### config.mk
export PLATFORM = sky130hd
export DESIGN_NAME = rr_demux_arbiter
export DESIGN_NICKNAME = d
export VERILOG_FILES = /design/src/rtl/rr_demux_arbiter.sv
export SDC_FILE = /design/constraint.sdc
export NUM_CORES = 1
export LEC_CHECK = 0
export ABC_AREA = 1
export CAP_MARGIN = 0
export CELL_PAD_IN_SITES_DETAIL_PLACEMENT = 0
export CELL_PAD_IN_SITES_GLOBAL_PLACEMENT = 1
export CORE_ASPECT_RATIO = 0.7
export CORE_MARGIN = 5
export CORE_UTILIZATION = 42
export CTS_BUF_LIST = sky130_fd_sc_hd__clkbuf_8
export DETAILED_ROUTE_END_ITERATION = 16
export PLACE_DENSITY = 0.84
export SLEW_MARGIN = 5
export SYNTH_ARGS = -nofsm -noshare
export SYNTH_HDL_FRONTEND = slang
export SYNTH_SLANG_ARGS = --single-unit
### constraint.sdc
create_clock -name CLK -period 3.5 [get_ports CLK]
set_input_delay 0.35 -clock CLK [delete_from_list [all_inputs] [get_ports CLK]]
set_output_delay 0.35 -clock CLK [all_outputs]
set_load 0.01 [all_outputs]
### src/rtl/rr_demux_arbiter.sv
// Round-robin arbiter that shares one 3-to-8 select/enable demux path among
// eight requesters. It registers the owner index, the path enable and the
// matching one-hot grant. Each grant has a bounded hold time, and at least
// one idle turnaround cycle separates two grants.
module rr_demux_arbiter #(
  parameter int unsigned MAX_HOLD = 16
) (
  input  logic       CLK,
  input  logic       RST_N,
  input  logic [7:0] REQ,
  input  logic       DONE,
  output logic [2:0] GNT_S,
  output logic       GNT_EN,
  output logic [7:0] GNT,
  output logic       BUSY
);

  typedef enum logic {IDLE, GRANT} state_t;

  state_t     state;
  state_t     state_next;
  logic [2:0] last;
  logic [2:0] last_next;
  logic [7:0] hcnt;
  logic [7:0] hcnt_next;
  logic [2:0] sel_next;
  logic       en_next;
  logic [7:0] gnt_next;
  logic       grant_end;
  logic       hold_expired;
  logic [2:0] winner;

  // First set request bit searching upward from last+1, wrapping 7 -> 0.
  // The most recent owner is therefore visited last.
  function automatic logic [2:0] rr_pick(input logic [7:0] req,
                                         input logic [2:0] prev);
    logic [2:0] idx;
    logic       found;
    rr_pick = prev;
    found   = 1'b0;
    for (int i = 1; i <= 8; i++) begin
      idx = prev + 3'(i);
      if (!found && req[idx]) begin
        rr_pick = idx;
        found   = 1'b1;
      end
    end
  endfunction

  assign winner       = rr_pick(REQ, last);
  assign hold_expired = (MAX_HOLD != 0) && (hcnt == 8'(MAX_HOLD));
  assign grant_end    = DONE || !REQ[GNT_S] || hold_expired;
  assign BUSY         = GNT_EN;

  // State and registered outputs; reset drops the grant with no clock needed
  always_ff @(posedge CLK or negedge RST_N) begin
    if (!RST_N) begin
      state  <= IDLE;
      last   <= 3'd7;
      hcnt   <= 8'd0;
      GNT_S  <= 3'd0;
      GNT_EN <= 1'b0;
      GNT    <= 8'h00;
    end else begin
      state  <= state_next;
      last   <= last_next;
      hcnt   <= hcnt_next;
      GNT_S  <= sel_next;
      GNT_EN <= en_next;
      GNT    <= gnt_next;
    end
  end

  // Next-state: leave IDLE on any request, leave GRANT on any end condition
  always_comb begin
    state_next = state;
    case (state)
      IDLE:    if (REQ != 8'h00) state_next = GRANT;
      GRANT:   if (grant_end)    state_next = IDLE;
      default: state_next = IDLE;
    endcase
  end

  // Next values of the registered outputs, the hold counter and the last owner
  always_comb begin
    sel_next  = GNT_S;
    en_next   = 1'b0;
    last_next = last;
    hcnt_next = 8'd0;
    case (state)
      IDLE: begin
        if (REQ != 8'h00) begin
          sel_next  = winner;
          en_next   = 1'b1;
          last_next = winner;
          hcnt_next = 8'd1;
        end
      end
      GRANT: begin
        if (!grant_end) begin
          en_next   = 1'b1;
          hcnt_next = (hcnt == 8'hFF) ? hcnt : hcnt + 8'd1;
        end
      end
      default: begin
        en_next = 1'b0;
      end
    endcase
    gnt_next = en_next ? (8'(1) << sel_next) : 8'h00;
  end

  // Grant vector must always agree with the select/enable decoder view
  a_onehot : assert property (@(posedge CLK) disable iff (!RST_N) $onehot0(GNT));
  a_decode : assert property (@(posedge CLK) disable iff (!RST_N)
                              GNT == (GNT_EN ? (8'(1) << GNT_S) : 8'h00));
  a_busy   : assert property (@(posedge CLK) disable iff (!RST_N) BUSY == GNT_EN);

endmodule
==> impl_metrics.yaml, run 1 <==
synth:
  avgSynthCellArea_um2: 7.22
  synth_top_cell_by_area: "dfrtp_1"
  synth_area_um2: 1900
  yosys.area.top_type_share_pct: 26.4
  ys_seq_elements: 23
  async_flop_share_pct: 100
  synth_common_cells: "nand2_1, nand3_1, nor2_1"
  synth_cell_types: 41
  synthMuxAreaShare_pct: 0
  synth-compound-area-share_pct: 6.72
  post-synth-top-count-cell: "nand2_1"
  synthAdderAreaFrac_pct: 2.64
  synth_fp_nets: 278
  synthXorXnorAreaFrac_pct: 1.78
  synth_simple_gate_area_share_pct: 48.6
  ys_warn_count: 0
  synth_seq_area_share_pct: 30.5
  synth_cells: 263
  synth_area_leaders: "dfrtp_1, nand2_1, nand3_1, nand3_2, nor2_1"
  synth_edf_count: 0
  synth_top_family_by_area: "simple AND/OR/NAND/NOR gates"
  ys_dominant_reg_cell: "dfrtp_1"
final_layout:
  area_growth_pct: 16.3
  drive_gt1_share_pct: 18.8
  diodes: 0
  final_nets: 303
run:
  max_cap_viol_count: 0
floorplanning:
  fp.dieH_um: 66.2
  core_area_um2: 4350
  num_rows: 20
  initial_utilization_pct: 43.6
  io_pins: 24
  die_width_um: 90.4
  die_area_um2: 5990
sta:
  skew_ns: 0.00345
  clock.fmax_ghz: 0.347
  fin_crit_sh_pct: 82.4
  worst_slew_pin_slew_ns: 1.00
  relSlewSlack_pct: 33.1
  period_needed_ns: 2.88
  rsz0062_at_grt: "false"
  slew_viol_final: 0
  setup_tns_ns: 0
  setup_viol: 0
  finalHoldViolations: 0
clock_tree:
  numCtsBuffers: 3
  ctsHoldBuffers: 0
  htreeDepth: 1
  cts_resized: 0
  ctsRootBufferMaster: "clkbuf_8"
  cts_tree: "built"
  numClockSinks: 23
  postCtsSetupBuffers: 0
  cts_buffer_depth: 2
  cts.clk_slew.worst_paths_ns: 0.09
  worstSkewPairLatency_ns: 0.27
placed_design:
  gp_congestion: 0.855
  hpwl_um: 3680
  numPortBuffers: 23
routing:
  drtAntennaViolNets: 0
  wire_per_inst_um: 13.7
  drt_iter0_drc: 119
  first_pass_iters: 5
  drc_errors: 0
  vias: 1766
  drt_wl_total_um: 4670
  routed_via_density: 5.16
setup_path:
  cp.arrival_ns: 3.04
  crit_top_cell: "nand3_2"
  cp-end-kind: "register"
  crit_chain: "inv_6, ha_1, inv_2, nand3_1, nand3_2, nand2_4, inv_4, nand3_2, nor2_4, nand4_4, nand2_1, inv_1, nand2_2, nand3_2, nand3_1, nor2_1"
  path_max_fanout: 14
  cp_slowest_cell: "dfstp_2"
  cpLargestDelayFamily: "simple AND/OR/NAND/NOR gates"
  crit_type: "reg -> reg"
  required_ns: 3.66
  startpoint_type: "register"
  slowest_delay_ns: 0.68
  crit_buf_inv: 4
global_routing:
  grt_overflow_total: 0
  grt_pass1_wl_um: 8070
  antenna_found_initial: 0
  track_usage_pct: 16.6
  grt_pass1_vias: 1606
  grt_max_degree: 24
hold_path:
  hold_class: "reg -> reg"
outcome:
  status: "finished, final reports clean"
[layout make-up]
type,instances,area [um2]
inverter,33,131
clock buffer,3,41.3
sequential,23,579
fill,445,2150
clock inverter,1,7.51
tap,55,68.8
timing repair buffer,25,245
multi-input combinational,202,1130
[stage by stage]
stage          setup slack (ns)  utilization (%)  area (um2)  hold WS (ns)  instances
2_1_floorplan             0.955                -        1900        0.0544        263
3_3_place_gp              0.684             49.6        2160         0.507        338
3_5_place_dp              0.683             49.6        2160         0.510        338
4_1_cts                   0.658             50.7        2210         0.530        342
5_1_grt                   0.420             50.7        2210         0.557        342
6_report                  0.618             50.7        2210         0.523        342
[sequential cells by signal (all words and copies together) (netlist names)]
name and count:
GNT 8, GNT_S 3, hcnt 8, last 3, state 1
[worst register-to-register path: stages (launching register included)]
cell and delay (ns):
dfstp_2 0.68, inv_6 0.12, ha_1 0.42, inv_2 0.17, nand3_1 0.15, nand3_2 0.19
nand2_4 0.11, inv_4 0.08, nand3_2 0.07, nor2_4 0.13, nand4_4 0.11, nand2_1 0.08
inv_1 0.04, nand2_2 0.05, nand3_2 0.10, nand3_1 0.19, nor2_1 0.07
[layout by cell type, fill, tap and decap left out, types with 2 or more instances in the layout]
cell type and instances:
nor4_1 2, nand4_1 6, a21oi_1 2, ha_1 4
nand3_1 31, dfstp_2 3, nor2_2 2, nand4_2 2
clkbuf_8 3, nand2_4 4, inv_1 24, nand2_2 14
dfrtp_1 20, nor3_1 7, nand3_2 10, nand2_1 68
nor2_1 26, buf_4 2, inv_2 6, clkdlybuf4s50_1 23
o21ai_0 4, a211oi_1 4
[final timing paths]
kind / startpoint / depth (start not counted) / end / slack, ns
setup / recovery: last[0] / 16 / GNT[3] / 0.62
hold / removal: hcnt[3] / 1 / hcnt[3] / 0.52
setup reg to reg: last[0] / 16 / GNT[3] / 0.62
hold reg to reg: hcnt[3] / 1 / hcnt[3] / 0.52
max in group asynchronous: RST_N / 1 / GNT[0] / 2.27
min in group asynchronous: RST_N / 1 / hcnt[2] / 0.62
[kinds of logic (layout without fill, tap and decap cells)]
logic type,count (synthesis),in the layout
DFF,23,23
adders and majority gates,4,4
AOI/OAI and AO/OA,19,19
xor gates and xnor gates,3,3
buffers and inverters,38,62
and+or+nand+nor,176,176
[routing by layer]
metal / track usage, % / vias up / wire length (um)
met1: 27.0 / 799 / 2670
met3: 2.96 / 4 / 200
met5: 0 / - / 0
met4: 2.79 / 0 / 38
met2: 22.1 / 42 / 1760
li1: - / 921 / -
Power of run 1 is not shown: default switching activity piles up to over one toggle a cycle in this logic, so the estimate is an artifact.
==> run 2, diff against run 1 <==
==> constraint.sdc (replaced) <==
create_clock -name CLK -period 2.8 [get_ports CLK]
set_input_delay 0.28 -clock CLK [delete_from_list [all_inputs] [get_ports CLK]]
set_output_delay 0.28 -clock CLK [all_outputs]
set_load 0.01 [all_outputs]
==> impl_metrics.yaml, run 2 (synthesis gave the netlist of run 1 again) <==
final_layout:
  area_growth_pct: 18.7
  largestRegisters: "GNT: 8 flops, hcnt: 8 flops"
  diodes: 0
  ff_latch_area_um2: 579
  fill_cells: 428
  layout_common_cells: "nand2_1, nand3_1, nor2_1"
  final_cells: 347
  final_nets: 308
  drive_gt1_share_pct: 20.9
  utilization_pct: 51.7
  multiInputGateArea_um2: 1140
  final_common_cell: "nand2_1"
setup_path:
  startpoint_type: "register"
  ff2ff_setup_slack_ns: 0.28
  required_ns: 3.01
  r2r-end: "GNT[7]"
  critPathLaunch: "last[1]"
  r2r_start: "last[1]"
  cp-end-kind: "register"
  r2r_cells: 17
  path_max_fanout: 7
  crit_type: "reg -> reg"
  cp.arrival_ns: 2.73
routing:
  drtAntennaViolNets: 0
  drt_iter0_drc: 135
  wl_met2_um: 1720
  wire_per_inst_um: 13.4
  met3WireLength_um: 298
  drc_errors: 0
  routed_via_density: 5.17
  vias: 1794
  top_layer: "met4"
  drt_wl_total_um: 4650
  first_pass_iters: 4
  wl_met1_um: 2590
floorplanning:
  num_rows: 20
  core_area_um2: 4350
  initial_utilization_pct: 43.6
  fp.dieH_um: 66.2
  die_area_um2: 5990
  io_pins: 24
  die_width_um: 90.4
global_routing:
  grt_max_degree: 23
  grt_pass1_vias: 1672
  grt_overflow_total: 0
  track_usage_pct: 16.8
  antenna_found_initial: 0
  grt_pass1_wl_um: 8130
sta:
  clock.fmax_ghz: 0.397
  slew_viol_final: 0
  worst_slew_pin_slew_ns: 0.953
  rsz0062_at_grt: "false"
  fin_crit_sh_pct: 90.0
  skew_ns: 0.00516
  relSlewSlack_pct: 36.3
  hold_slack_ns: 0.530
  period_needed_ns: 2.52
  finalHoldViolations: 0
  setup_tns_ns: 0
  setup_viol: 0
clock_tree:
  ctsRootBufferMaster: "clkbuf_8"
  cts_tree: "built"
  numCtsBuffers: 3
  cts.clk_slew.worst_paths_ns: 0.09
  worstSkewPairLatency_ns: 0.27
  htreeDepth: 1
  cts_buffer_depth: 2
  ctsHoldBuffers: 0
  numClockSinks: 23
hold_path:
  min_to: "hcnt[3]"
  hold_class: "reg -> reg"
  min_path_cells: 1
  hp-start: "hcnt[3]"
placed_design:
  placedCellCount: 342
  gp_congestion: 0.859
  numPortBuffers: 23
  hpwl_um: 3740
run:
  max_cap_viol_count: 0
outcome:
  status: "finished, final reports clean"
## run 2: cell types whose count changed in the layout (fill, tap and decap cells not counted), sizes merged
cell and change:
buf +5
## run 2: routing by layer
layer,track usage (%),vias up
met1,27.0,817
met5,0,-
li1,-,922
met3,3.30,5
met2,22.7,50
met4,2.79,0
## run 2: final cells by class
cell class	instances	share of cell area, %
well taps	55	3.06
multi-input cells	202	50.7
clock buffers	3	1.83
repair buffers	30	12.6
inverters	33	5.83
clock inverters	1	0.333
flip-flops and latches	23	25.7
## run 2: how the worst max path moves through the flow
| stage | to | slack, ns | depth (start not counted) |
|---|---|---|---|
| after floorplan | GNT[2] | 0.25 | 20 |
| after global placement | GNT[0] | 0.24 | 16 |
| after detailed placement | GNT[0] | 0.16 | 16 |
| after CTS | GNT[0] | 0.15 | 16 |
| after global routing | GNT[6] | 0.02 | 16 |
| final | GNT[7] | 0.28 | 17 |
## run 2: critical path: stages (launching register included)
cell and delay [ns]:
dfstp_2 0.54, inv_2 0.08, ha_2 0.33, inv_2 0.15, nand3_1 0.12, nand3_2 0.15, nand2_4 0.11, inv_4 0.08
nand3_2 0.07, nor2_4 0.14, nand4_4 0.11, nand2_1 0.08, inv_1 0.04, nand2_2 0.05, nand3_2 0.08, nand2_2 0.11
nand2_2 0.09, nor2_1 0.12
## run 2: per-stage QoR
step	instance area, um2	worst slack, ns
2_1_floorplan	1900	0.255
3_3_place_gp	2190	0.244
3_5_place_dp	2190	0.161
4_1_cts	2240	0.152
5_1_grt	2250	0.0247
6_report	2250	0.281
## run 2: timing repair
action                                  4_1_cts  5_1_grt
buffers inserted                              0        1
endpoints found under the setup margin        0        8
gates resized for setup                       0        2
Power of run 2 is left out for the same reason.
